### src/rtl/polirv_pkg.sv
// Shared types and constants for the polirv fetch front end.
package polirv_pkg;

    localparam int unsigned INSTR_W = 32;
    localparam int unsigned PC_STEP = 4;
    localparam logic [INSTR_W-1:0] NOP = 32'h0000_0013;

    // IDLE: no request; BUSY: request live and wanted; DRAIN: request live but stale.
    typedef enum logic [1:0] {
        IDLE  = 2'd0,
        BUSY  = 2'd1,
        DRAIN = 2'd2
    } fetch_state_e;

endpackage

### src/rtl/polirv_fetch_if.sv
// Instruction-memory request/ack bus between the fetch unit (master) and memory (slave).
interface polirv_fetch_if #(
    parameter int unsigned I_ADDR_BITS = 6
);
    logic                   i_mem_req;
    logic [I_ADDR_BITS-1:0] i_mem_addr;
    logic                   i_mem_ack;
    logic [31:0]            i_mem_data;

    modport master (
        output i_mem_req,
        output i_mem_addr,
        input  i_mem_ack,
        input  i_mem_data
    );

    modport slave (
        input  i_mem_req,
        input  i_mem_addr,
        output i_mem_ack,
        output i_mem_data
    );
endinterface

### src/rtl/polirv_sync_fifo.sv
// Synchronous FIFO with registered storage, flush and occupancy count.
// DEPTH must be a power of two so the pointers wrap naturally.
module polirv_sync_fifo #(
    parameter int unsigned     WIDTH     = 8,
    parameter int unsigned     DEPTH     = 4,
    parameter logic [WIDTH-1:0] RESET_VAL = '0
) (
    input  logic                     clk,
    input  logic                     rst,
    input  logic                     push,
    input  logic [WIDTH-1:0]         wdata,
    input  logic                     pop,
    input  logic                     flush,
    output logic [WIDTH-1:0]         rdata,
    output logic [$clog2(DEPTH):0]   count,
    output logic                     full,
    output logic                     empty
);
    localparam int unsigned PTR_W = $clog2(DEPTH);

    logic [WIDTH-1:0] mem_q [DEPTH];
    logic [PTR_W-1:0] wr_ptr_q, rd_ptr_q;
    logic [PTR_W:0]   count_q;
    logic             do_push, do_pop;

    assign do_push = push & ~full;
    assign do_pop  = pop & ~empty;

    // Storage, pointers and count; flush empties the queue without touching storage.
    always_ff @(posedge clk or posedge rst) begin
        if (rst) begin
            for (int i = 0; i < DEPTH; i++) begin
                mem_q[i] <= RESET_VAL;
            end
            wr_ptr_q <= '0;
            rd_ptr_q <= '0;
            count_q  <= '0;
        end else if (flush) begin
            wr_ptr_q <= '0;
            rd_ptr_q <= '0;
            count_q  <= '0;
        end else begin
            if (do_push) begin
                mem_q[wr_ptr_q] <= wdata;
                wr_ptr_q        <= wr_ptr_q + PTR_W'(1);
            end
            if (do_pop) begin
                rd_ptr_q <= rd_ptr_q + PTR_W'(1);
            end
            case ({do_push, do_pop})
                2'b10:   count_q <= count_q + (PTR_W+1)'(1);
                2'b01:   count_q <= count_q - (PTR_W+1)'(1);
                default: count_q <= count_q;
            endcase
        end
    end

    assign rdata = mem_q[rd_ptr_q];
    assign count = count_q;
    assign full  = (count_q == (PTR_W+1)'(DEPTH));
    assign empty = (count_q == '0);

endmodule

### src/rtl/polirv_fetch.sv
// Instruction-fetch front end: owns the fetch PC, issues one request at a time over
// req/ack, and queues returned words with their PC for decode.
// Optional macro POLIRV_FETCH_BYPASS_EN: an ack into an empty queue with decode ready
// is forwarded combinationally instead of being queued.
module polirv_fetch
    import polirv_pkg::*;
#(
    parameter int unsigned           I_ADDR_BITS = 6,
    parameter int unsigned           FIFO_DEPTH  = 4,
    parameter logic [I_ADDR_BITS-1:0] RESET_PC   = '0
) (
    input  logic                   clk,
    input  logic                   rst,
    polirv_fetch_if.master         imem,
    output logic                   inst_valid,
    input  logic                   inst_ready,
    output logic [INSTR_W-1:0]     inst_data,
    output logic [I_ADDR_BITS-1:0] inst_pc,
    input  logic                   redirect_valid,
    input  logic [I_ADDR_BITS-1:0] redirect_pc
);
    localparam int unsigned CNT_W   = $clog2(FIFO_DEPTH) + 1;
    localparam int unsigned ENTRY_W = INSTR_W + I_ADDR_BITS;
    localparam logic [I_ADDR_BITS-1:0] STEP = I_ADDR_BITS'(PC_STEP);

    fetch_state_e           state_q, state_d;
    logic [I_ADDR_BITS-1:0] fetch_pc_q, fetch_pc_d;
    logic [I_ADDR_BITS-1:0] req_addr_q, req_addr_d;
    logic [I_ADDR_BITS-1:0] redirect_tgt, next_pc;
    logic                   busy_ack, bypass, space;
    logic                   fifo_push, fifo_pop, fifo_full, fifo_empty;
    logic [CNT_W-1:0]       fifo_count, count_next;
    logic [ENTRY_W-1:0]     fifo_rdata;

    assign redirect_tgt = {redirect_pc[I_ADDR_BITS-1:2], 2'b00};
    assign next_pc      = fetch_pc_q + STEP;
    assign busy_ack     = (state_q == BUSY) & imem.i_mem_ack;

`ifdef POLIRV_FETCH_BYPASS_EN
    assign bypass = fifo_empty & busy_ack & ~redirect_valid & inst_ready;
`else
    assign bypass = 1'b0;
`endif

    // Redirect wins over push and pop; the queue is flushed at the same edge.
    assign fifo_push = busy_ack & ~redirect_valid & ~bypass & ~fifo_full;
    assign fifo_pop  = ~fifo_empty & inst_ready & ~redirect_valid;

    // Occupancy after this cycle's push/pop decides whether a new request may issue.
    assign count_next = fifo_count + CNT_W'(fifo_push) - CNT_W'(fifo_pop);
    assign space      = (count_next < CNT_W'(FIFO_DEPTH));

    // Next-state, fetch PC and request address.
    always_comb begin
        state_d    = state_q;
        fetch_pc_d = fetch_pc_q;
        req_addr_d = req_addr_q;
        unique case (state_q)
            IDLE: begin
                if (redirect_valid) begin
                    fetch_pc_d = redirect_tgt;
                end else if (space) begin
                    req_addr_d = fetch_pc_q;
                    state_d    = BUSY;
                end
            end
            BUSY: begin
                if (imem.i_mem_ack) begin
                    if (redirect_valid) begin
                        fetch_pc_d = redirect_tgt;
                        state_d    = IDLE;
                    end else begin
                        fetch_pc_d = next_pc;
                        if (space) begin
                            req_addr_d = next_pc;
                        end else begin
                            state_d = IDLE;
                        end
                    end
                end else if (redirect_valid) begin
                    fetch_pc_d = redirect_tgt;
                    state_d    = DRAIN;
                end
            end
            DRAIN: begin
                if (redirect_valid) begin
                    fetch_pc_d = redirect_tgt;
                end
                if (imem.i_mem_ack) begin
                    state_d = IDLE;
                end
            end
            default: state_d = IDLE;
        endcase
    end

    // FSM, fetch PC and request address registers.
    always_ff @(posedge clk or posedge rst) begin
        if (rst) begin
            state_q    <= IDLE;
            fetch_pc_q <= RESET_PC;
            req_addr_q <= RESET_PC;
        end else begin
            state_q    <= state_d;
            fetch_pc_q <= fetch_pc_d;
            req_addr_q <= req_addr_d;
        end
    end

    assign imem.i_mem_req  = (state_q == BUSY) | (state_q == DRAIN);
    assign imem.i_mem_addr = req_addr_q;

    polirv_sync_fifo #(
        .WIDTH     (ENTRY_W),
        .DEPTH     (FIFO_DEPTH),
        .RESET_VAL ({NOP, {I_ADDR_BITS{1'b0}}})
    ) u_fifo (
        .clk   (clk),
        .rst   (rst),
        .push  (fifo_push),
        .wdata ({imem.i_mem_data, req_addr_q}),
        .pop   (fifo_pop),
        .flush (redirect_valid),
        .rdata (fifo_rdata),
        .count (fifo_count),
        .full  (fifo_full),
        .empty (fifo_empty)
    );

    // Decode-side outputs; an empty queue presents zeros.
    always_comb begin
        inst_valid = ~fifo_empty;
        inst_data  = fifo_empty ? '0 : fifo_rdata[ENTRY_W-1:I_ADDR_BITS];
        inst_pc    = fifo_empty ? '0 : fifo_rdata[I_ADDR_BITS-1:0];
        if (bypass) begin
            inst_valid = 1'b1;
            inst_data  = imem.i_mem_data;
            inst_pc    = req_addr_q;
        end
    end

endmodule

### src/flat_wrapper.sv
// flat-port wrapper written by rule: the top's interface ports become plain ports
module polirv_fetch_flat import polirv_pkg::*;
#(
    parameter int unsigned           I_ADDR_BITS = 6,
    parameter int unsigned           FIFO_DEPTH  = 4,
    parameter logic [I_ADDR_BITS-1:0] RESET_PC   = '0
)
  (clk, rst, inst_valid, inst_ready, inst_data, inst_pc, redirect_valid, redirect_pc, imem_i_mem_req, imem_i_mem_addr, imem_i_mem_ack, imem_i_mem_data);
  polirv_fetch_if #(.I_ADDR_BITS(I_ADDR_BITS)) imem_i ();
  input  logic clk;
  input  logic rst;
  output logic inst_valid;
  input  logic inst_ready;
  output logic [INSTR_W-1:0] inst_data;
  output logic [I_ADDR_BITS-1:0] inst_pc;
  input  logic redirect_valid;
  input  logic [I_ADDR_BITS-1:0] redirect_pc;
  output wire logic [$bits(imem_i.i_mem_req)-1:0] imem_i_mem_req;
  output wire logic [$bits(imem_i.i_mem_addr)-1:0] imem_i_mem_addr;
  input wire logic [$bits(imem_i.i_mem_ack)-1:0] imem_i_mem_ack;
  input wire logic [$bits(imem_i.i_mem_data)-1:0] imem_i_mem_data;
  assign imem_i_mem_req = imem_i.i_mem_req;
  assign imem_i_mem_addr = imem_i.i_mem_addr;
  assign imem_i.i_mem_ack = imem_i_mem_ack;
  assign imem_i.i_mem_data = imem_i_mem_data;
  polirv_fetch #(.I_ADDR_BITS(I_ADDR_BITS), .FIFO_DEPTH(FIFO_DEPTH), .RESET_PC(RESET_PC)) u_core (.clk(clk), .rst(rst), .imem(imem_i), .inst_valid(inst_valid), .inst_ready(inst_ready), .inst_data(inst_data), .inst_pc(inst_pc), .redirect_valid(redirect_valid), .redirect_pc(redirect_pc));
endmodule
### config.mk
export PLATFORM = sky130hd
export DESIGN_NAME = polirv_fetch_flat
export DESIGN_NICKNAME = d
export VERILOG_FILES = /design/src/rtl/polirv_pkg.sv /design/src/rtl/polirv_fetch_if.sv /design/src/rtl/polirv_sync_fifo.sv /design/src/rtl/polirv_fetch.sv /design/src/flat_wrapper.sv
export SDC_FILE = /design/constraint.sdc
export NUM_CORES = 1
export LEC_CHECK = 0
export BUFFER_PORTS_ARGS = -buffer_cell sky130_fd_sc_hd__buf_2
export CAP_MARGIN = 20
export CORE_ASPECT_RATIO = 0.75
export CORE_MARGIN = 2
export CORE_UTILIZATION = 45
export CTS_CLUSTER_DIAMETER = 50
export DETAILED_ROUTE_END_ITERATION = 10
export GPL_TIMING_DRIVEN = 1
export PLACE_DENSITY = 0.69
export SLEW_MARGIN = 20
export SYNTH_ARGS = -nofsm -noshare
export SYNTH_HDL_FRONTEND = slang
export SYNTH_HIERARCHICAL = 1
export SYNTH_SLANG_ARGS = --single-unit
### constraint.sdc
create_clock -name clk -period 9.31 [get_ports clk]
set_input_delay 1.3965 -clock clk [delete_from_list [all_inputs] [get_ports clk]]
set_output_delay 1.3965 -clock clk [all_outputs]
set_load 0.05 [all_outputs]
## Word level (Yosys, flattened, before mapping)

Index checks and enable logic that the tools add are counted.

- Register bits: 173
- Bits of input ports: 43
- Output and inout port bits: 46
- Word-level logic and storage cells: 91

- Mux-type cells: 32
- Reductions and logical operators: 12
- Equality and inequality tests: 13
- Add/subtract/negate cells: 7
- Bitwise logic cells: 13
- Magnitude comparators: 4

Operators by type and width:

| operator | number |
|---|---|
| 152-bit bitwise mux | 1 |
| 38-bit two-way mux | 3 |
| 38-bit binary-select mux with 2-bit select | 1 |
| 38-bit demux with 2-bit select | 1 |
| 6-bit two-way mux | 9 |
| 32-bit two-way mux | 1 |
| 6-bit case mux with 2 select lines | 2 |
| 2-bit two-way mux | 11 |
| 2-bit != test, second input constant | 4 |
| 2-bit nonzero test | 4 |
| 1-bit bitwise AND | 7 |
| 6-bit by 3-bit adder with 6-bit output, second input constant | 1 |
| 3-bit greater-or-equal comparator, second input constant | 2 |
| 3-bit != test, second input constant | 2 |
| 2-bit NOT with 3-bit output | 2 |
| 2-bit case mux with 3 select lines | 1 |
| 3-bit case mux with 2 select lines | 1 |
| 6-bit AND reduction | 1 |
| 5-bit AND reduction | 1 |
| 2-bit by 1-bit adder with 2-bit output, second input constant | 2 |
| 2-bit by 1-bit equality test with 1-bit output, second input constant | 2 |
| 2-bit equality test, second input constant | 2 |
| 2-bit by 1-bit != test with 1-bit output, second input constant | 2 |
| 3-bit by 1-bit adder with 3-bit output | 1 |
| other kinds (15) | 17 |

## Depth between registers and ports, before layout

Gate-level depths: netlist of the first run.

- Depth after elaboration: 11
- Gate-level depth with buffers: 12
- Mapped depth without buffers: 10

## Cells and area by module

Netlist of the first run, hierarchy kept.

Modules (own cells, without submodules):

| module | sequential area each (um2) | cells an instance | times used | area each (um2) |
|---|---|---|---|---|
| polirv_sync_fifo | 3993.8 | 434 | 1 | 7220.7 |
| polirv_fetch | 350.3 | 132 | 1 | 1176.1 |

## Worst setup path before layout of the first run

No wires, ideal clock.

- Path kind: in2reg
- Start: in redirect_valid
- End: reg u_core.state_q[0]
- Buffers on the path: 1
- Slack: 5.707 ns
- Data required time: 9.233 ns
- Stages on the path: 10
- Arrival: 3.525 ns
- Library setup time: 0.077 ns
- Path through: clkbuf_1 nor3b_1 ha_1 inv_1 ha_1 and4bb_1 a21oi_2 xnor2_2 or4b_1 a21oi_1

- Elaborated cells on any way between the ends: 15
- Those cells by class: add/sub: 2; order compare: 1; eq/ne: 4; mux: 3; bitwise: 4; reduce/logical: 1

RTL lines:

| item | RTL line | source |
|---|---|---|
| start, declared | flat_wrapper.sv:16 | `input logic redirect_valid;` |
| 1-bit NOT (no source line) (*) | n/a |  |
| 1-bit bitwise AND (*) | polirv_fetch.sv:47 | `assign fifo_pop = ~fifo_empty & inst_ready & ~redirect_valid;` |
| net u_core.fifo_pop | polirv_fetch.sv:31 | `logic fifo_push, fifo_pop, fifo_full, fifo_empty;` |
| 3-bit by 1-bit subtractor with 3-bit output (*) | polirv_fetch.sv:50 | `assign count_next = fifo_count + CNT_W'(fifo_push) - CNT_W'(fifo_pop);` |
| 3-bit < comparator (*) | polirv_fetch.sv:51 | `assign space = (count_next < CNT_W'(FIFO_DEPTH));` |
| 3-bit != test (no source line) / 2-bit by 1-bit != test with 1-bit output (equally long branches) | n/a |  |
| 5-bit AND reduction (no source line) (*) | n/a |  |
| end signal, assigned | polirv_fetch.sv:104 | `state_q <= state_d;` |
| end, declared | polirv_fetch.sv:26 | `fetch_state_e state_q, state_d;` |

The timed path passes the listed nets; every way through them passes the cells marked *.
A chain may end at the register's enable or synchronous reset.

## Worst setup path in the final report of the first run

- Start: reg u_core.u_fifo.rd_ptr_q[0]
- End: out inst_data[16]

- Cells in the longest elaborated chain, start to end: 5

Ends and longest elaborated chain:

| item | RTL line | source |
|---|---|---|
| start, declared | polirv_sync_fifo.sv:22 | `logic [PTR_W-1:0] wr_ptr_q, rd_ptr_q;` |
| start signal, assigned | polirv_sync_fifo.sv:48 | `rd_ptr_q <= rd_ptr_q + PTR_W'(1);` |
| 2-bit NOT with 3-bit output (not written as such) | polirv_sync_fifo.sv:58 | `assign rdata = mem_q[rd_ptr_q];` |
| 38-bit binary-select mux with 2-bit select | polirv_sync_fifo.sv:58 |  |
| 38-bit two-way mux (not written as such) (2 in series) | polirv_sync_fifo.sv:58 |  |
| net u_core.fifo_rdata[22] | polirv_fetch.sv:33 | `logic [ENTRY_W-1:0] fifo_rdata;` |
| 32-bit two-way mux | polirv_fetch.sv:133 | `inst_data = fifo_empty ? '0 : fifo_rdata[ENTRY_W-1:I_ADDR_BITS];` |
| end, declared | flat_wrapper.sv:14 | `output logic [INSTR_W-1:0] inst_data;` |

The timed path passes the listed nets, and every way through them passes these cells. The select of a mux whose other input is x is not followed.

==> results by group, run 1 <==
Worst setup path
  • CP max stage cell: dfrtp_2
  • Crit-path max cell delay: 830 ps
  • Crit path cell chain: buf_4, mux4_2, nor2b_1, buf_2
  • CP Capture Point: inst_data[16]
  • Max FO, Critical Path: 22
  • Crit Reg-Reg Endpoint: u_core/u_fifo/mem_q[81]$_DFFE_PP0P_
  • Setup crit end kind: output port
  • Worst Setup SP: u_core/u_fifo/rd_ptr_q[0]$_DFFE_PP0P_
  • CP required: about 8000 ps
  • CP startpoint kind: flop
  • Setup slack, reg-to-reg: 5870 ps
  • Reg-to-reg startpoint: u_core/u_fifo/count[1]$_DFFE_PP0P_
  • WS Path Type: reg2out
  • Worst Reg-to-Reg Cells: 7
  • CP arrival: 2780 ps

Clock network
  • # hold bufs at CTS: 0
  • Sink Count: about 170
  • Post-CTS Setup Repair Bufs: 0
  • Clock latency on the worst-skew pair: 430 ps
  • CTS Buf Count: 17
  • Clk buf depth: 2
  • H-tree depth reported by CTS: 4
  • CTS tree: yes
  • Root buf cell: clkbuf_16
  • Post-CTS sizing: 0
  • Worst-path clk slew: 70 ps

Run status
  • Status: complete, no violations

Finish
  • Layout Nets: 696
  • Antenna fix cells: 0
  • Area of the multi-input gates: 3780 um2
  • Area grow syn2layout: 14.0%
  • Share of layout cells above drive strength 1: 0.523
  • Final Core Density: 0.520
  • Register area: 4350 um2
  • Fill count: 1,547

Logic synthesis
  • Syn_area_per_cell: 14.8 um2
  • Synth cell types: 55
  • Main synth FF type: dfrtp_1
  • Largest family of logic cells by synthesized area: multiplexers
  • FFs w/ async S/R, synth: 1.00
  • Synthesized Nets: ~620
  • Cells after Synth: about 570
  • EDFF count, synth: 0
  • Synthesized flop and latch total: between 150 and 200
  • Yosys warning count: 6
  • Proportion of synthesized area in mux cells: 0.325
  • Compound-Gate Fraction of Synth Area: 0.0273
  • Simple-Gate Fraction of Synth Area: 0.0660
  • Xor and xnor area share after synthesis: 0.0113
  • Synth Area in Adders: 0.0188
  • Sequential element share of the synthesized area: 0.517
  • Synthesized area: 8400 um2

Detailed routing
  • First-iteration detailed-routing DRC count: 266
  • WL final: 17,300 um
  • Post-route ant nets: 0
  • Vias per std cell: ~5.4
  • First-pass DRT Iterations: 4
  • Vias: 4,859
  • Routed length per instance: 19.2 um
  • Residual DRC: 0

Floorplan
  • Row cnt: 43
  • Initial core utilization: 0.456
  • Die H: 122 um
  • Placeable Area: 18,400 um2
  • DIE WIDTH: 162 um
  • Num ports: 89
  • Die area: a little under 20,000 um2

Timing
  • Final worst path period share: 0.449
  • Setup TNS: 0 ps
  • Max frequency: 0.239 GHz
  • Minimum clock period: between 4000 and 5000 ps
  • RSZ-0062 raised after global routing: false
  • Fin. max-slew vios: 0
  • Rel. slew slack: 0.230
  • Setup Skew: about 10 ps
  • Tightest Pin Transition: 1160 ps
  • Finish-stage setup viols: 0
  • Final hold vios: 0

Global routing
  • First-pass GRT wire length: ~28,000 um
  • Total Routing Usage GR: 0.187
  • Overflow left after global routing: 0
  • Met2 Usage GRT: 0.309
  • Vias in the first global route: 5,324
  • Initial antenna violation count: 0
  • Most used routing layer: met2
  • Largest net degree at the start of global routing: 83
  • Met3 usage: 0.0436
  • Met1 Use GR: 0.250

Placement
  • Post-DP HPWL: 10,700 um
  • GP Congestion: 0.720
  • # port buffers: 86

Pwr
  • Pleak: 4.48 nW
  • Pwr Total: 0.00215 W
  • Pwr dens: 225 nW/um2
  • Peak supply drop: 99.8 uV

Job
  • Max-cap violations: 0

Worst hold path
  • Hold WC Path Type: reg2reg
cells in the mapped netlist, types with 3 or more instances:
master | count | share of area
a31oi_1 | 4 | 0.0030
nand3_1 | 6 | 0.0036
mux2_2 | 137 | 0.18
mux2i_1 | 3 | 0.0036
clkbuf_1 | 12 | 0.0054
a21oi_1 | 9 | 0.0054
mux2_4 | 20 | 0.036
dfstp_2 | 12 | 0.038
nand2_1 | 4 | 0.0018
dfrtp_1 | 161 | 0.48
buf_2 | 9 | 0.0054
mux4_2 | 38 | 0.10
nor2_1 | 8 | 0.0036
buf_4 | 10 | 0.0089
xor2_1 | 4 | 0.0042
nor3_1 | 3 | 0.0018
nand3b_1 | 3 | 0.0027
buf_6 | 3 | 0.0040
inv_1 | 12 | 0.0054
o21ai_0 | 9 | 0.0054
nand2b_1 | 5 | 0.0037
nor2b_1 | 40 | 0.030
xnor2_1 | 5 | 0.0052
ha_1 | 11 | 0.016
a211oi_1 | 3 | 0.0027
critical path, delay by kind of cell (launching register included):
kind / cells / cell delay [ps]
buffers and inverters: 2 / 790
and+or+nand+nor: 1 / 160
muxes: 1 / 560
DFF: 1 / 830
cell families after synthesis:
logic type,count (synthesis)
compound gates,36
simple gates,88
mux,198
flops,173
fa+ha+maj,12
buf+inv,49
xor+xnor,10
layer usage:
metal | wire length (um) | up-vias
met5 | 0 | -
met2 | 8620 | 74
met4 | 159 | 0
li1 | - | 2211
met1 | 8000 | 2561
met3 | 537 | 13
sequential cells by signal (all words and copies together) (netlist names):
register,cells
u_core/u_fifo/count,3
u_core/u_fifo/rd_ptr_q,2
u_core/fetch_pc_q,6
u_core/state_q,2
u_core/u_fifo/wr_ptr_q,2
u_core/u_fifo/mem_q,152
u_core/imem.i_mem_addr,6
power breakdown:
group / internal (W) / leakage [nW] / switching (W)
registers: 0.000897 / 2.29 / 0.0000852
logic: 0.000255 / 1.90 / 0.000198
clock network: 0.000430 / 0.294 / 0.000288
total: 0.00158 / 4.48 / 0.000571
layout make-up:
| cell class | count | share of cell area |
|---|---|---|
| clock buffers | 22 | 0.0475 |
| clock inverters | 10 | 0.0145 |
| inverters | 12 | 0.00523 |
| multi-input cells | 344 | 0.395 |
| flip-flops and latches | 173 | 0.454 |
| well taps | 247 | 0.0323 |
| repair buffers | 93 | 0.0509 |
stage by stage:
stage / hold WS (ps) / cells / area, um2 / setup WS [ps]
2_1_floorplan: 449 / 566 / 8400 / 3640
3_3_place_gp: 466 / 869 / 8970 / 5280
3_5_place_dp: 478 / 869 / 8970 / 5190
4_1_cts: 499 / 901 / 9570 / 5010
5_1_grt: 514 / 901 / 9570 / 4910
6_report: 495 / 901 / 9570 / 5130
cell usage in the layout (no fill, tap or decap), types with 2 or more instances in the layout:
cell type / netlist / routed
o21ai_0: 9 / 9
nand3_1: 6 / 3
clkbuf_1: 12 / 4
a21oi_1: 9 / 9
dfrtp_1: 161 / 159
nor3_1: 3 / 2
ha_1: 11 / 11
bufinv_16: 0 / 3
mux2_2: 137 / 137
inv_1: 12 / 11
clkinv_2: 0 / 4
buf_2: 9 / 86
nand4_1: 2 / 2
nand2_1: 4 / 4
and2_1: 2 / 2
a2111oi_0: 2 / 2
clkinv_4: 0 / 2
clkbuf_16: 0 / 17
xnor2_1: 5 / 5
mux4_2: 38 / 38
a31oi_1: 4 / 4
buf_4: 10 / 6
mux2_4: 20 / 20
nand3b_1: 3 / 3
nor2b_1: 40 / 40
mux2i_1: 3 / 3
nand2b_1: 5 / 5
a211oi_1: 3 / 3
xor2_1: 4 / 4
dfstp_2: 12 / 12
nand3_2: 0 / 3
nor3b_1: 2 / 2
nor2_1: 8 / 8
dfrtp_2: 0 / 2
how the worst min path moves through the flow:
stage	slack [ps]	endpoint	cells after the start	startpoint
after floorplan	450	u_core/fetch_pc_q[0]$_DFFE_PP0P_	1	u_core/fetch_pc_q[0]$_DFFE_PP0P_
after CTS	500	u_core/fetch_pc_q[0]$_DFFE_PP0P_	1	u_core/fetch_pc_q[0]$_DFFE_PP0P_
after global routing	510	u_core/fetch_pc_q[0]$_DFFE_PP0P_	1	u_core/fetch_pc_q[0]$_DFFE_PP0P_
after global placement	470	u_core/fetch_pc_q[0]$_DFFE_PP0P_	1	u_core/fetch_pc_q[0]$_DFFE_PP0P_
final	490	u_core/fetch_pc_q[0]$_DFFE_PP0P_	1	u_core/fetch_pc_q[0]$_DFFE_PP0P_
after detailed placement	480	u_core/fetch_pc_q[0]$_DFFE_PP0P_	1	u_core/fetch_pc_q[0]$_DFFE_PP0P_
Note: power is estimated with default switching activity, not from simulation.
==> run 2: changes to the inputs <==
clock period = 3.9 ns   (was 9.31 ns; I/O delays follow)
==> run 2 against run 1 <==
Against the previous run:
- cell count rose by 0.67%
- register-to-register slack lost 5200 ps
- largest power group unchanged
- critical path type is now reg2reg
- total power is 140% higher
==> results by group, run 2 (same netlist as run 1, synthesis figures left out) <==
Detailed routing
  • Routed length per instance: 19.3 um
  • Post-route ant nets: 0
  • Residual DRC: 0
  • Vias per std cell: 5.41
  • WL final: 17,500 um
  • Vias: ~4,900
  • First-pass DRT Iterations: 4
  • First-iteration detailed-routing DRC count: 323

Run status
  • Status: complete, no violations

Timing
  • Fin. max-slew vios: 0
  • Setup Skew: 7.94 ps
  • Finish-stage setup viols: 0
  • Setup ws final: 646 ps
  • Rel. slew slack: 0.420
  • Tightest Pin Transition: between 800 and 900 ps
  • Final worst path period share: 0.834
  • Minimum clock period: between 3000 and 4000 ps
  • Setup TNS: 0 ps
  • Max frequency: 0.307 GHz
  • RSZ-0062 raised after global routing: false
  • Final hold vios: 0

Floorplan
  • DIE WIDTH: ~160 um
  • Placeable Area: 18,400 um2
  • Die area: 19,800 um2
  • Num ports: 89
  • Row cnt: 43
  • Die H: between 100 and 150 um
  • Initial core utilization: 0.456

Clock network
  • Sink Count: 173
  • CTS tree: yes
  • Clock latency on the worst-skew pair: 430 ps
  • H-tree depth reported by CTS: 4
  • Root buf cell: clkbuf_16
  • CTS Buf Count: 17
  • Worst-path clk slew: ~70 ps
  • # hold bufs at CTS: 0
  • Post-CTS sizing: 0
  • Post-CTS Setup Repair Bufs: 0
  • Clk buf depth: 2

Finish
  • Biggest register: u_core/u_fifo/mem_q
  • Antenna fix cells: 0
  • Most frequent cells in the layout: dfrtp_1 (159), mux2_2 (137), buf_2 (86)
  • Leading cell type in the layout, fill and taps excluded: dfrtp_1
  • Layout Nets: 702
  • Max reg flops: about 150
  • Area grow syn2layout: 15.4%
  • Share of layout cells above drive strength 1: 0.532
  • Post-route cell area: 9690 um2
  • Final Non-Filler Cells: roughly 900

Worst setup path
  • CP arrival: between 3000 and 4000 ps
  • WS Path Type: reg2reg
  • Max FO, Critical Path: 21
  • Setup crit end kind: flop
  • CP startpoint kind: flop
  • CP required: 4210 ps

Worst hold path
  • Hold WC Path Type: in2async

Pwr
  • Pwr dens: 524 nW/um2
  • Pwr Total: 0.00508 W
  • Pleak: 4.52 nW
  • Peak supply drop: 289 uV

Placement
  • GP Congestion: around 0.75
  • Post-DP HPWL: 11,200 um
  • Worst slack at placement: 627 ps
  • # port buffers: 86
  • Placed Cells incl. Taps: 874
  • Placed inst area: 9100 um2

Global routing
  • Initial antenna violation count: 0
  • Vias in the first global route: 5,294
  • First-pass GRT wire length: 28,600 um
  • Largest net degree at the start of global routing: 64
  • Total Routing Usage GR: 0.189
  • Overflow left after global routing: 0

Job
  • Max-cap violations: 0
-- run 2: layer usage --
| metal | track usage | vias to the layer above | wire length [um] |
|---|---|---|---|
| li1 | - | 2221 | - |
| met1 | 0.250 | 2588 | 8010 |
| met2 | 0.319 | 79 | 8620 |
| met3 | 0.0433 | 18 | 646 |
| met4 | 0.0503 | 0 | 195 |
| met5 | 0 | - | 0 |
-- run 2: stage by stage --
stage / utilization / hold WS [ps]
floorplan: - / 449
global placement: 0.494 / 468
detailed placement: 0.494 / 470
CTS: 0.525 / 247
global route: 0.526 / 165
finish: 0.526 / 149
-- run 2: worst max-delay path, stage by stage (launching register included) --
cell and delay [ps]:
dfrtp_1 640, or3b_1 340, inv_1 130, and3b_2 410
nor2b_1 360, nand3_2 550, buf_12 390, mux2_2 290
-- run 2: where the power goes --
part           internal (W)  switching (W)
Clock              0.000918       0.000713
Combinational      0.000618       0.000480
Sequential          0.00214       0.000208
Total               0.00368        0.00140
-- run 2: path summary, 6_finish.rpt --
| kind | startpoint | to | slack (ps) | depth (start not counted) |
|---|---|---|---|---|
| worst max register to register | u_core/u_fifo/count[0]$_DFFE_PP0P_ | u_core/u_fifo/mem_q[14]$_DFFE_PP0P_ | 650 | 7 |
| min in group clk | imem_i_mem_data[31] | u_core/u_fifo/mem_q[151]$_DFFE_PP0P_ | 430 | 2 |
| worst min register to register | u_core/fetch_pc_q[0]$_DFFE_PP0P_ | u_core/fetch_pc_q[0]$_DFFE_PP0P_ | 480 | 1 |
| worst min-delay path | rst | u_core/u_fifo/mem_q[149]$_DFFE_PP0P_ | 150 | 2 |
| max in group asynchronous | rst | u_core/u_fifo/mem_q[44]$_DFFE_PP1P_ | 2830 | 4 |
| worst max-delay path | u_core/u_fifo/count[0]$_DFFE_PP0P_ | u_core/u_fifo/mem_q[14]$_DFFE_PP0P_ | 650 | 7 |
-- run 2: area by class of cell --
class | count | area (um2)
Clock inverter | 12 | 113
Multi-Input combinational cell | 344 | 3780
Timing Repair Buffer | 99 | 628
Tap cell | 247 | 309
Inverter | 12 | 48.8
Clock buffer | 20 | 457
Fill cell | 1551 | 8710
Sequential cell | 173 | 4350
==> run 3: changes to the inputs <==
PLACE_DENSITY = 0.71   (was 0.69)
clock period = 2.7 ns   (was 3.9 ns; I/O delays follow)
==> run 3 against run 2 <==
Against the previous run:
- utilization increased by 1.1 points
- hold slack got worse by 88 ps
- non-clock buffer count increased by 17
- clock power increased by 50%
- die area unchanged
- first-iteration DRC count decreased by 29%
- total power increased by 47%
- largest cell class unchanged
- largest power group unchanged
==> results by group, run 3 (same netlist as run 1, synthesis figures left out) <==
Clock network
  • CTS tree: yes
  • Clk buf depth: 2
  • Worst-path clk slew: 70 ps
  • # hold bufs at CTS: 0
  • H-tree depth reported by CTS: 4
  • CTS Buf Count: 17
  • Root buf cell: clkbuf_16
  • Sink Count: 173
  • Clock latency on the worst-skew pair: 420 ps

Finish
  • Final Core Density: 0.538
  • Biggest register: u_core/u_fifo/mem_q
  • Final Non-Filler Cells: between 900 and 1,000
  • Area grow syn2layout: 17.8%
  • Leading cell type in the layout, fill and taps excluded: dfrtp_1
  • Max reg flops: 152
  • Layout Nets: 719
  • Share of layout cells above drive strength 1: 0.548
  • Antenna fix cells: 0
  • Most frequent cells in the layout: dfrtp_1 (159), mux2_2 (137), buf_2 (86)

Global routing
  • Overflow left after global routing: 0
  • Initial antenna violation count: 1
  • Vias in the first global route: 5,542
  • First-pass GRT wire length: just under 30,000 um
  • Largest net degree at the start of global routing: 73
  • Total Routing Usage GR: 0.194

Worst setup path
  • Crit Reg-Reg Endpoint: u_core/u_fifo/mem_q[73]$_DFFE_PP0P_
  • WS Path Type: reg2reg
  • Max FO, Critical Path: 7
  • Worst Reg-to-Reg Cells: 8
  • CP startpoint kind: flop
  • Setup crit end kind: flop
  • CP arrival: 2840 ps
  • CP required: roughly 3000 ps
  • Reg-to-reg startpoint: u_core/state_q[1]$_DFFE_PP0P_
  • Setup slack, reg-to-reg: 170 ps

Detailed routing
  • Residual DRC: 0
  • Vias per std cell: about 5.4
  • WL final: 17,800 um
  • Vias: 4,999
  • Routed length per instance: 19.2 um
  • Post-route ant nets: 0
  • First-pass DRT Iterations: 4
  • First-iteration detailed-routing DRC count: 228

Timing
  • Finish-stage setup viols: 0
  • Rel. slew slack: 0.587
  • Fin. max-slew vios: 0
  • RSZ-0062 raised after global routing: false
  • Final hold vios: 0
  • Tightest Pin Transition: 618 ps
  • Minimum clock period: 2530 ps
  • Setup Skew: approximately 11 ps
  • Max frequency: 0.395 GHz
  • Final worst path period share: 0.938

Floorplan
  • DIE WIDTH: 162 um
  • Die H: 122 um
  • Die area: 19,800 um2
  • Row cnt: 43
  • Num ports: 89
  • Initial core utilization: 0.456
  • Placeable Area: 18,400 um2

Pwr
  • Pwr dens: 754 nW/um2
  • NetSw: 0.00202 W
  • Sequential power share: 0.455
  • Pleak: 4.64 nW
  • Peak supply drop: 379 uV
  • Comb power frac: 0.217
  • Switching share of power: 0.271
  • Int Pwr: approximately 0.0054 W
  • Clk pwr share: 0.327

Placement
  • GP Congestion: slightly below 0.8
  • Placed Cells incl. Taps: ~900
  • Post-DP HPWL: 11,600 um
  • # port buffers: 86

Run status
  • Status: complete, no violations

Job
  • Max-cap violations: 0

Worst hold path
  • Hold WC Path Type: in2async
-- run 3: changes by cell type in the layout (fill, tap and decap cells not counted), moves of 2 or more --
cell        delta
buf_12         +3
buf_4         +14
inv_6          +3
clkinvlp_4     -2
-- run 3: through the flow --
step | hold slack [ps] | power [W] | worst slack [ps] | setup TNS, ps | instance area, um2
2_1_floorplan | 294 | 0.00465 | -40.0 | -40.0 | 8420
3_3_place_gp | 466 | 0.00492 | 142 | 0 | 9280
3_5_place_dp | 470 | 0.00506 | 25.8 | 0 | 9280
4_1_cts | 55.3 | 0.00753 | 56.0 | 0 | 9880
5_1_grt | 93.6 | 0.00786 | 36.6 | 0 | 9890
6_report | 61.0 | 0.00746 | 169 | 0 | 9890
-- run 3: timing repair --
| item | in CTS | in global routing |
|---|---|---|
| buffers inserted | 1 | 1 |
| resized for setup | 0 | 3 |
| setup endpoints to repair | 1 | 7 |
| pin swaps | 1 | 0 |
| hold endpoints to repair | 0 | 0 |
-- run 3: cell type report --
cell class | instances | area [um2]
multi-input cells | 344 | 3800
inverters | 12 | 48.8
fillers | 1509 | 8510
clock buffers | 20 | 457
repair buffers | 116 | 793
clock inverters | 12 | 134
well taps | 247 | 309
flip-flops and latches | 173 | 4350
-- run 3: critical path: stages (launching register included) --
cell     delay (ps)
dfrtp_1         400
inv_1           120
ha_1            180
nor2b_4         170
and3b_2         240
nor2b_1         360
and3_4          370
buf_4           220
mux2_2          350
-- run 3: power groups by stage --
| stage | Clock (W) | Combinational [W] | Sequential, W |
|---|---|---|---|
| 2_1_floorplan | 0 | 0.00122 | 0.00343 |
| 3_5_place_dp | 0 | 0.00162 | 0.00344 |
| 4_1_cts | 0.00250 | 0.00163 | 0.00339 |
| 6_report | 0.00244 | 0.00162 | 0.00339 |
| 5_1_grt | 0.00263 | 0.00177 | 0.00346 |
| 3_3_place_gp | 0 | 0.00154 | 0.00338 |
-- run 3: routing by layer --
metal / share of wire / track usage
met4: 0.0069 / 0.0470
met3: 0.043 / 0.0531
met2: 0.49 / 0.315
met1: 0.46 / 0.263
met5: 0.00073 / 0
-- run 3: how the worst max path moves through the flow --
stage	from	to	slack, ps	cells after the start
floorplan	u_core/u_fifo/count[1]$_DFFE_PP0P_	u_core/state_q[0]$_DFFE_PP0P_	-40	12
global placement	u_core/state_q[1]$_DFFE_PP0P_	u_core/u_fifo/mem_q[72]$_DFFE_PP0P_	140	8
detailed placement	redirect_valid	u_core/state_q[1]$_DFFE_PP0P_	30	10
CTS	u_core/u_fifo/count[2]$_DFFE_PP0P_	u_core/state_q[1]$_DFFE_PP0P_	60	10
global route	u_core/u_fifo/count[2]$_DFFE_PP0P_	u_core/state_q[1]$_DFFE_PP0P_	40	10
finish	u_core/state_q[1]$_DFFE_PP0P_	u_core/u_fifo/mem_q[73]$_DFFE_PP0P_	170	8
